--- src/rtl/switch_defs.sv ---
// ---------------------------------------------------------------------------
// switch_defs : shared switch-wide widths and types
// Revision    : 1.0 - initial release
// ---------------------------------------------------------------------------
`default_nettype none

package switch_defs;

  localparam int META_W            = 32;
  localparam int EGRESS_FIFO_DEPTH = 16;

  typedef logic [META_W-1:0] meta_t;

endpackage

`default_nettype wire

--- src/rtl/egress_meta_fifo_meta_ram.sv ---
// ---------------------------------------------------------------------------
// meta_ram : DEPTH x WIDTH register array, one synchronous write port and
//            one asynchronous read port; contents are not reset
// Revision : 1.0 - initial release
// ---------------------------------------------------------------------------
`default_nettype none

module meta_ram
  import switch_defs::*;
#(
  parameter int DEPTH  = EGRESS_FIFO_DEPTH,
  parameter int WIDTH  = META_W,
  parameter int ADDR_W = $clog2(DEPTH)
) (
  input  logic              clk,
  input  logic              we,
  input  logic [ADDR_W-1:0] waddr,
  input  logic [WIDTH-1:0]  wdata,
  input  logic [ADDR_W-1:0] raddr,
  output logic [WIDTH-1:0]  rdata
);

  logic [WIDTH-1:0] mem [DEPTH];

  always_ff @(posedge clk) begin
    if (we) begin
      mem[waddr] <= wdata;
    end
  end

  assign rdata = mem[raddr];

endmodule

`default_nettype wire

--- src/rtl/egress_meta_fifo.sv ---
// ---------------------------------------------------------------------------
// egress_meta_fifo : first-word-fall-through buffer for egress metadata with
//                    overflow drop counter. Optional high-water mark output
//                    enabled by defining EGRESS_META_FIFO_HWM_EN.
// Revision         : 1.0 - initial release
// ---------------------------------------------------------------------------
`default_nettype none

module egress_meta_fifo
  import switch_defs::*;
#(
  parameter int DEPTH = EGRESS_FIFO_DEPTH,
  parameter int WIDTH = META_W,
  parameter int CNT_W = $clog2(DEPTH) + 1
) (
  input  logic             clk,
  input  logic             reset,
  input  logic             fifo_in_en,
  input  logic [WIDTH-1:0] fifo_in,
  input  logic             fifo_out_ack,
  input  logic             flush,
  output logic [WIDTH-1:0] fifo_out,
  output logic             fifo_out_valid,
  output logic [CNT_W-1:0] fifo_count,
  output logic             fifo_full,
  output logic [31:0]      drop_count
`ifdef EGRESS_META_FIFO_HWM_EN
  ,
  output logic [CNT_W-1:0] high_water
`endif
);

  localparam int PTR_W = $clog2(DEPTH);

  logic [PTR_W-1:0] wr_ptr;
  logic [PTR_W-1:0] rd_ptr;
  logic [CNT_W-1:0] count_nxt;
  logic [WIDTH-1:0] rd_data;
  logic             pop;
  logic             push;
  logic             drop;

  assign fifo_out_valid = (fifo_count != '0);
  assign fifo_full      = (fifo_count == CNT_W'(DEPTH));

  // A pop in the same cycle frees a slot, so a push while full still lands.
  assign pop  = fifo_out_ack && fifo_out_valid;
  assign push = fifo_in_en && (!fifo_full || pop);
  assign drop = fifo_in_en && fifo_full && !pop;

  always_comb begin
    count_nxt = fifo_count;
    case ({push, pop})
      2'b10:   count_nxt = fifo_count + CNT_W'(1);
      2'b01:   count_nxt = fifo_count - CNT_W'(1);
      default: count_nxt = fifo_count;
    endcase
  end

  always_ff @(posedge clk or negedge reset) begin
    if (!reset) begin
      wr_ptr     <= '0;
      rd_ptr     <= '0;
      fifo_count <= '0;
      drop_count <= '0;
    end else if (flush) begin
      wr_ptr     <= '0;
      rd_ptr     <= '0;
      fifo_count <= '0;
      drop_count <= '0;
    end else begin
      if (push) begin
        wr_ptr <= wr_ptr + PTR_W'(1);
      end
      if (pop) begin
        rd_ptr <= rd_ptr + PTR_W'(1);
      end
      fifo_count <= count_nxt;
      if (drop && (drop_count != 32'hFFFF_FFFF)) begin
        drop_count <= drop_count + 32'd1;
      end
    end
  end

`ifdef EGRESS_META_FIFO_HWM_EN
  always_ff @(posedge clk or negedge reset) begin
    if (!reset) begin
      high_water <= '0;
    end else if (flush) begin
      high_water <= '0;
    end else if (count_nxt > high_water) begin
      high_water <= count_nxt;
    end
  end
`endif

  meta_ram #(
    .DEPTH  (DEPTH),
    .WIDTH  (WIDTH),
    .ADDR_W (PTR_W)
  ) u_meta_ram (
    .clk   (clk),
    .we    (push && !flush),
    .waddr (wr_ptr),
    .wdata (fifo_in),
    .raddr (rd_ptr),
    .rdata (rd_data)
  );

  assign fifo_out = fifo_out_valid ? rd_data : '0;

endmodule

`default_nettype wire

--- config.mk ---
export PLATFORM = sky130hd
export DESIGN_NAME = egress_meta_fifo
export DESIGN_NICKNAME = d
export VERILOG_FILES = /design/src/rtl/switch_defs.sv /design/src/rtl/egress_meta_fifo_meta_ram.sv /design/src/rtl/egress_meta_fifo.sv
export SDC_FILE = /design/constraint.sdc
export NUM_CORES = 1
export LEC_CHECK = 0
export BUFFER_PORTS_ARGS = -buffer_cell sky130_fd_sc_hd__buf_2
export CAP_MARGIN = 20
export CORE_AREA = 2 2 228 230
export DETAILED_ROUTE_END_ITERATION = 8
export DIE_AREA = 0 0 230 232
export PLACE_DENSITY_LB_ADDON = 0.08
export SLEW_MARGIN = 10
export SYNTH_ARGS = -nofsm -noshare
export SYNTH_HDL_FRONTEND = slang
export SYNTH_SLANG_ARGS = --single-unit
--- constraint.sdc ---
create_clock -name clk -period 4.3 [get_ports clk]
set_input_delay 0.215 -clock clk [delete_from_list [all_inputs] [get_ports clk]]
set_output_delay 0.215 -clock clk [all_outputs]
set_load 0.02 [all_outputs]
==> impl_metrics.yaml, run 1 <==
sta:
  finalCriticalPeriod_ns: 3.53
  slew_headroom: 0.348
  hold_viol_final: 0
  finalCritPeriodShare: 0.820
  drv_slew: 0
  setup_viol_count_final: 0
  rsz0062_at_grt: "no"
  setup_tns_ns: 0
  skew_ns: 0.0136
  max_freq_mhz: 284
  worst_pin_slew_ns: 0.976
global_route:
  grt_overflow: 0
  grt_first_pass_wirelength_um: 74700
  grt_max_degree: 55
  grt_use_total: 0.190
  grt_pass1_vias: 11300
  antenna_found_initial: 2
detailed_routing:
  dr.pass1.iters: 5
  drc: 0
  avgRoutedWirePerCell_um: 25.4
  ant_nets: 0
  wirelength_um: 49700
  dr.first_iter.drc_count: 776
  vias: 10900
  drt-vias-per-instance: 5.57
critical_path:
  cp_cell_sequence: "buf_4 -> mux4_2 -> mux4_2 -> and2_1 -> buf_2"
  worstPathArrival_ns: 3.31
  r2r.worst_path.cells: 5
  start_kind: "flip-flop"
  critPathSlowestCell: "dfrtp_4"
  path_class: "reg2out"
  crit_top_cell: "mux4_2"
  cp_max_fo: 31
  critical-path-max-stage-delay_ns: 0.90
  endpoint_kind: "output pin"
  required_ns: 4.09
place:
  dpl.cell_count: 1823
  finalWeightedCongestion: 0.729
  port_buffers: 107
  dp.final_hpwl_um: 28500
yosys:
  synth_top_area_share: 0.694
  syn_area_per_cell_sq_um: 20.9
  synth_edf_count: 512
  ys_top_cells_by_count: "edfxtp_1 (512), mux4_2 (160), dfrtp_1 (45), nor2_1 (42), and2_1 (33)"
  synth_area_leader_cell: "edfxtp_1"
  synthAdderAreaFrac: 0.00598
  synth_compound_area_frac: 0.0186
  yosysWarnings: 0
  synth_top_family_by_area: "multiplexers"
  async_reset_ff_frac: 0.0808
  ys_ff_latch: 557
  ys_seq_area_frac: 0.744
  synthesis.nets: 1109
  muxShareOfSynthArea: 0.167
  postSynthCellCount: 1062
  synthTopCellsByArea: "edfxtp_1 (69%), mux4_2 (16%), dfrtp_1 (5.1%)"
  syn_area_sq_um: 22200
  synthSimpleGateAreaFrac: 0.0480
  synth_xor_area_frac: 0.00277
  synth.distinct_cells: 48
  yosys_most_used_dff: "edfxtp_1"
  synth_most_common_cell: "edfxtp_1"
clocking:
  cts_sinks: 557
  cts_tree: "built"
  cts_setup_buffers: 0
  cts_resized: 0
  cts_made_buffers: 58
  htreeDepth: 2
  cts-root-buf: "clkbuf_16"
  ctsHoldBuffers: 33
  insertion_delay_ns: 0.61
  clk_pin_slew_ns: 0.06
  max-clock-path-buffers: 3
die:
  ioPinCount: 108
  die_h_um: 232
  num_rows: 83
  core-area_sq_um: 50900
  die_x_um: 230
  die_area_sq_um: 53400
  start_util: 0.436
finish:
  syn_to_final_growth_pct: 16.5
  nNetsFinal: 1283
  layout.cells.non_filler: 1954
  multiInputGateArea_sq_um: 5500
  drive_gt1_frac: 0.312
  fill_cells: 4134
  seqCellArea_sq_um: 16500
power_and_ir_drop:
  vdd_drop_max_mv: 0.331
  p_leak_uw: 0.00832
  power_density_nw_per_um2: 514
min_path:
  holdPathStages: 1
  hold_class: "in2reg"
run:
  drv_cap: 0
run_status:
  outcome: "complete, no violations"
area by class of cell:
cell class / count / share of cell area
inverter: 9 / 0.00131
antenna: 2 / 0.000194
clock buffer: 78 / 0.0603
timing repair buffer: 172 / 0.0491
multi-input combinational: 438 / 0.213
clock inverter: 18 / 0.00359
sequential: 557 / 0.639
tap: 680 / 0.0329
worst paths after layout:
kind / from / slack (ns) / end
worst max register to register: fifo_count[0]$_DFFE_PN0P_ / 1.15 / u_meta_ram.mem[3][24]$_DFFE_PP_
min in group asynchronous: reset / 0.25 / drop_count[20]$_DFFE_PN0P_
worst max-delay path: rd_ptr[0]$_DFFE_PN0P_ / 0.77 / fifo_out[0]
worst min-delay path: fifo_in[1] / 0.02 / u_meta_ram.mem[13][1]$_DFFE_PP_
worst min register to register: drop_count[22]$_DFFE_PN0P_ / 0.57 / drop_count[22]$_DFFE_PN0P_
max in group asynchronous: reset / 3.58 / rd_ptr[0]$_DFFE_PN0P_
cell families after synthesis:
logic type / after synthesis
compound gates: 68
xor+xnor: 7
fa+ha+maj: 10
mux: 169
buf+inv: 67
flops: 557
simple gates: 184
routing by layer:
layer	vias to the layer above	GRT usage	part of all wire
met5	-	0	0
met4	0	0.0522	0.019
met3	60	0.0275	0.040
met1	5823	0.264	0.44
li1	4762	-	-
met2	238	0.318	0.50
power breakdown:
part,total (uW),internal [uW],switching (uW)
Sequential,6150,5990,162
Combinational,2650,1310,1340
Clock,4480,2510,1970
Total,13300,9810,3470
critical path: cells and delay by family (launching register included):
family / cells / cell delay, ns
buf+inv: 2 / 0.55
flops: 1 / 0.90
mux: 2 / 1.04
simple gates: 1 / 0.18
layout by cell type (no fill, tap or decap), drive strengths merged, types with 3 or more instances in the layout:
master | netlist | layout
mux2 | 9 | 9
ha | 9 | 9
o31ai | 14 | 14
inv | 9 | 11
nand4 | 13 | 13
and3 | 5 | 5
and4 | 3 | 3
nand3 | 18 | 18
buf | 29 | 139
or4 | 14 | 14
clkinv | 0 | 16
mux4 | 160 | 160
and2 | 33 | 33
dlygate4sd3 | 0 | 33
dfrtp | 45 | 45
nor2 | 42 | 42
a21oi | 29 | 29
nor3 | 6 | 6
edfxtp | 512 | 512
clkbuf | 29 | 78
o21ai | 15 | 15
nand2 | 19 | 19
or3 | 12 | 12
xor2 | 6 | 6
nor2b | 10 | 10
stage by stage:
| step | hold WS, ns | worst slack [ns] | total power, uW | area, sq um | utilization |
|---|---|---|---|---|---|
| finish | 0.0222 | 0.774 | 13300 | 25800 | 0.507 |
| global route | 0.00748 | 0.590 | 13800 | 25800 | 0.507 |
| CTS | 0.00184 | 0.689 | 13500 | 25800 | 0.507 |
| detailed placement | 0.358 | 1.10 | 8990 | 23800 | 0.468 |
| global placement | 0.358 | 1.17 | 9000 | 23800 | 0.468 |
| floorplan | -0.0806 | 1.17 | 8080 | 22200 | - |
state kept, by name (all words and copies together), names as in the netlist:
name	count
u_meta_ram.mem	512
drop_count	32
fifo_count	5
rd_ptr	4
wr_ptr	4
No activity file was read; power rests on OpenSTA's default activity.
==> inputs of run 2 (changes only) <==
==> constraint.sdc (replaced) <==
create_clock -name clk -period 3.39 [get_ports clk]
set_input_delay 0.1695 -clock clk [delete_from_list [all_inputs] [get_ports clk]]
set_output_delay 0.1695 -clock clk [all_outputs]
set_load 0.02 [all_outputs]
==> run 2 against run 1 <==
Clock skew is 0.0052 ns higher. Via count is 1.8% higher. Sequential share of layout area is 0.95 points lower. Power is 30% higher. Core utilization is 0.77 points higher. Count of clock-buffer cells in the layout is 8 lower. Worst hold slack better by 0.060 ns. First-iteration DRC count is 3.6% higher. Final area is 1.5% higher. Sequential power is 26% higher. Critical endpoint is now fifo_out[25]. Largest power group unchanged.
==> impl_metrics.yaml, run 2 (synthesis results as in run 1) <==
run_status:
  outcome: "complete, no violations"
global_route:
  grt_use_total: 0.189
  antenna_found_initial: 0
  grt_max_degree: 51
  grt_pass1_vias: 11300
  grt_overflow: 0
  grt_first_pass_wirelength_um: 74000
clocking:
  insertion_delay_ns: 0.60
  cts_resized: 0
  max-clock-path-buffers: 3
  cts-root-buf: "clkbuf_16"
  cts_tree: "built"
  clk_pin_slew_ns: 0.06
  cts_made_buffers: 57
  cts_sinks: 557
  htreeDepth: 2
sta:
  setup_viol_count_final: 0
  finalWorstSetupSlack_ns: 0.161
  finalCritPeriodShare: 0.952
  worst_pin_slew_ns: 0.810
  rsz0062_at_grt: "no"
  drv_slew: 0
  skew_ns: 0.0188
  max_freq_mhz: 310
  slew_headroom: 0.457
  setup_tns_ns: 0
  finalCriticalPeriod_ns: 3.23
  hold_viol_final: 0
detailed_routing:
  ant_nets: 0
  vias: 11100
  avgRoutedWirePerCell_um: 25.1
  wirelength_um: 49700
  drc: 0
  dr.first_iter.drc_count: 804
  drt-vias-per-instance: 5.59
  dr.pass1.iters: 6
power_and_ir_drop:
  power_density_nw_per_um2: 660
  p_leak_uw: 0.00855
  vdd_drop_max_mv: 0.425
finish:
  nNetsFinal: 1305
  final_cell_mix: "edfxtp_1 (512), mux4_2 (160), buf_2 (107)"
  layout.cells.non_filler: 1983
  syn_to_final_growth_pct: 18.3
  antennaDiodeCount: 0
  largest_reg_flops: 512
  top_register: "u_meta_ram.mem"
  seqCellArea_sq_um: 16500
  drive_gt1_frac: 0.334
  largest_registers: "u_meta_ram.mem (512), drop_count (32), fifo_count (5)"
  fill_cells: 4128
  layout_commonest_cell: "edfxtp_1"
  multiInputGateArea_sq_um: 5500
place:
  dpl.cell_count: 1845
  port_buffers: 107
  finalWeightedCongestion: 0.735
  pre_cts_slack_ns: 0.567
  dp.final_hpwl_um: 27900
die:
  num_rows: 83
  die_area_sq_um: 53400
  die_h_um: 232
  die_x_um: 230
  core-area_sq_um: 50900
  ioPinCount: 108
  start_util: 0.436
run:
  drv_cap: 0
critical_path:
  required_ns: 3.22
  start_kind: "flip-flop"
  endpoint_kind: "output pin"
  worstPathArrival_ns: 3.06
  path_class: "reg2out"
  cp_max_fo: 50
min_path:
  hold_class: "in2reg"
-- run 2: cell count changes in the layout (fill, tap and decap cells not counted), sizes merged --
cell	previous run	this run
inv	11	9
clkinvlp	0	2
dlygate4sd3	33	34
buf	139	161
diode	2	0
clkinv	16	27
clkbuf	78	70
bufinv	0	5
-- run 2: final timing paths --
path / depth (start not counted) / start / end / slack, ns
hold reg to reg: 2 / drop_count[22]$_DFFE_PN0P_ / drop_count[22]$_DFFE_PN0P_ / 0.56
max in group asynchronous: 3 / reset / drop_count[5]$_DFFE_PN0P_ / 2.50
setup / recovery: 5 / rd_ptr[0]$_DFFE_PN0P_ / fifo_out[25] / 0.16
hold / removal: 3 / fifo_in_en / fifo_count[3]$_DFFE_PN0P_ / 0.08
min in group asynchronous: 2 / reset / drop_count[18]$_DFFE_PN0P_ / 0.17
setup reg to reg: 10 / fifo_count[1]$_DFFE_PN0P_ / fifo_count[4]$_DFFE_PN0P_ / 0.60
-- run 2: cell type report --
cell class,count,area share
multi-input combinational,438,0.210
sequential,557,0.630
tap,680,0.0325
clock inverter,34,0.0112
clock buffer,70,0.0582
timing repair buffer,195,0.0570
inverter,9,0.00129
-- run 2: routing by layer --
metal	wire, um	GRT usage	part of all wire	up-vias
met5	0	0	0	-
met4	816	0.0496	0.016	0
met3	2020	0.0274	0.041	51
met2	24200	0.304	0.49	223
met1	22700	0.274	0.46	5955
li1	-	-	-	4847
-- run 2: timing repair --
item | 4_1_cts | 5_1_grt
buffers inserted | 0 | 0
setup endpoints to repair | 0 | 0
endpoints found under the hold margin | 542 | 0
hold buffers | 34 | 0
-- run 2: power breakdown --
part           total [uW]  internal (uW)  switching [uW]
Combinational        3440           1710            1730
Sequential           7730           7600             136
Clock                6120           3560            2570
-- run 2: through the flow --
stage	hold slack (ns)	power, uW	util	area, sq um
2_1_floorplan	-0.126	10300	-	22200
3_3_place_gp	0.281	11400	0.473	24100
4_1_cts	0.0495	17600	0.515	26200
5_1_grt	0.0755	18000	0.515	26200
6_report	0.0819	17300	0.515	26200
3_5_place_dp	0.271	11400	0.473	24100
-- run 2: critical path, cell delays in order, from the launching register on --
cell and delay, ns:
dfrtp_4 0.56, buf_12 0.40, mux4_2 0.56, mux4_2 0.56, and2_1 0.19, buf_2 0.15
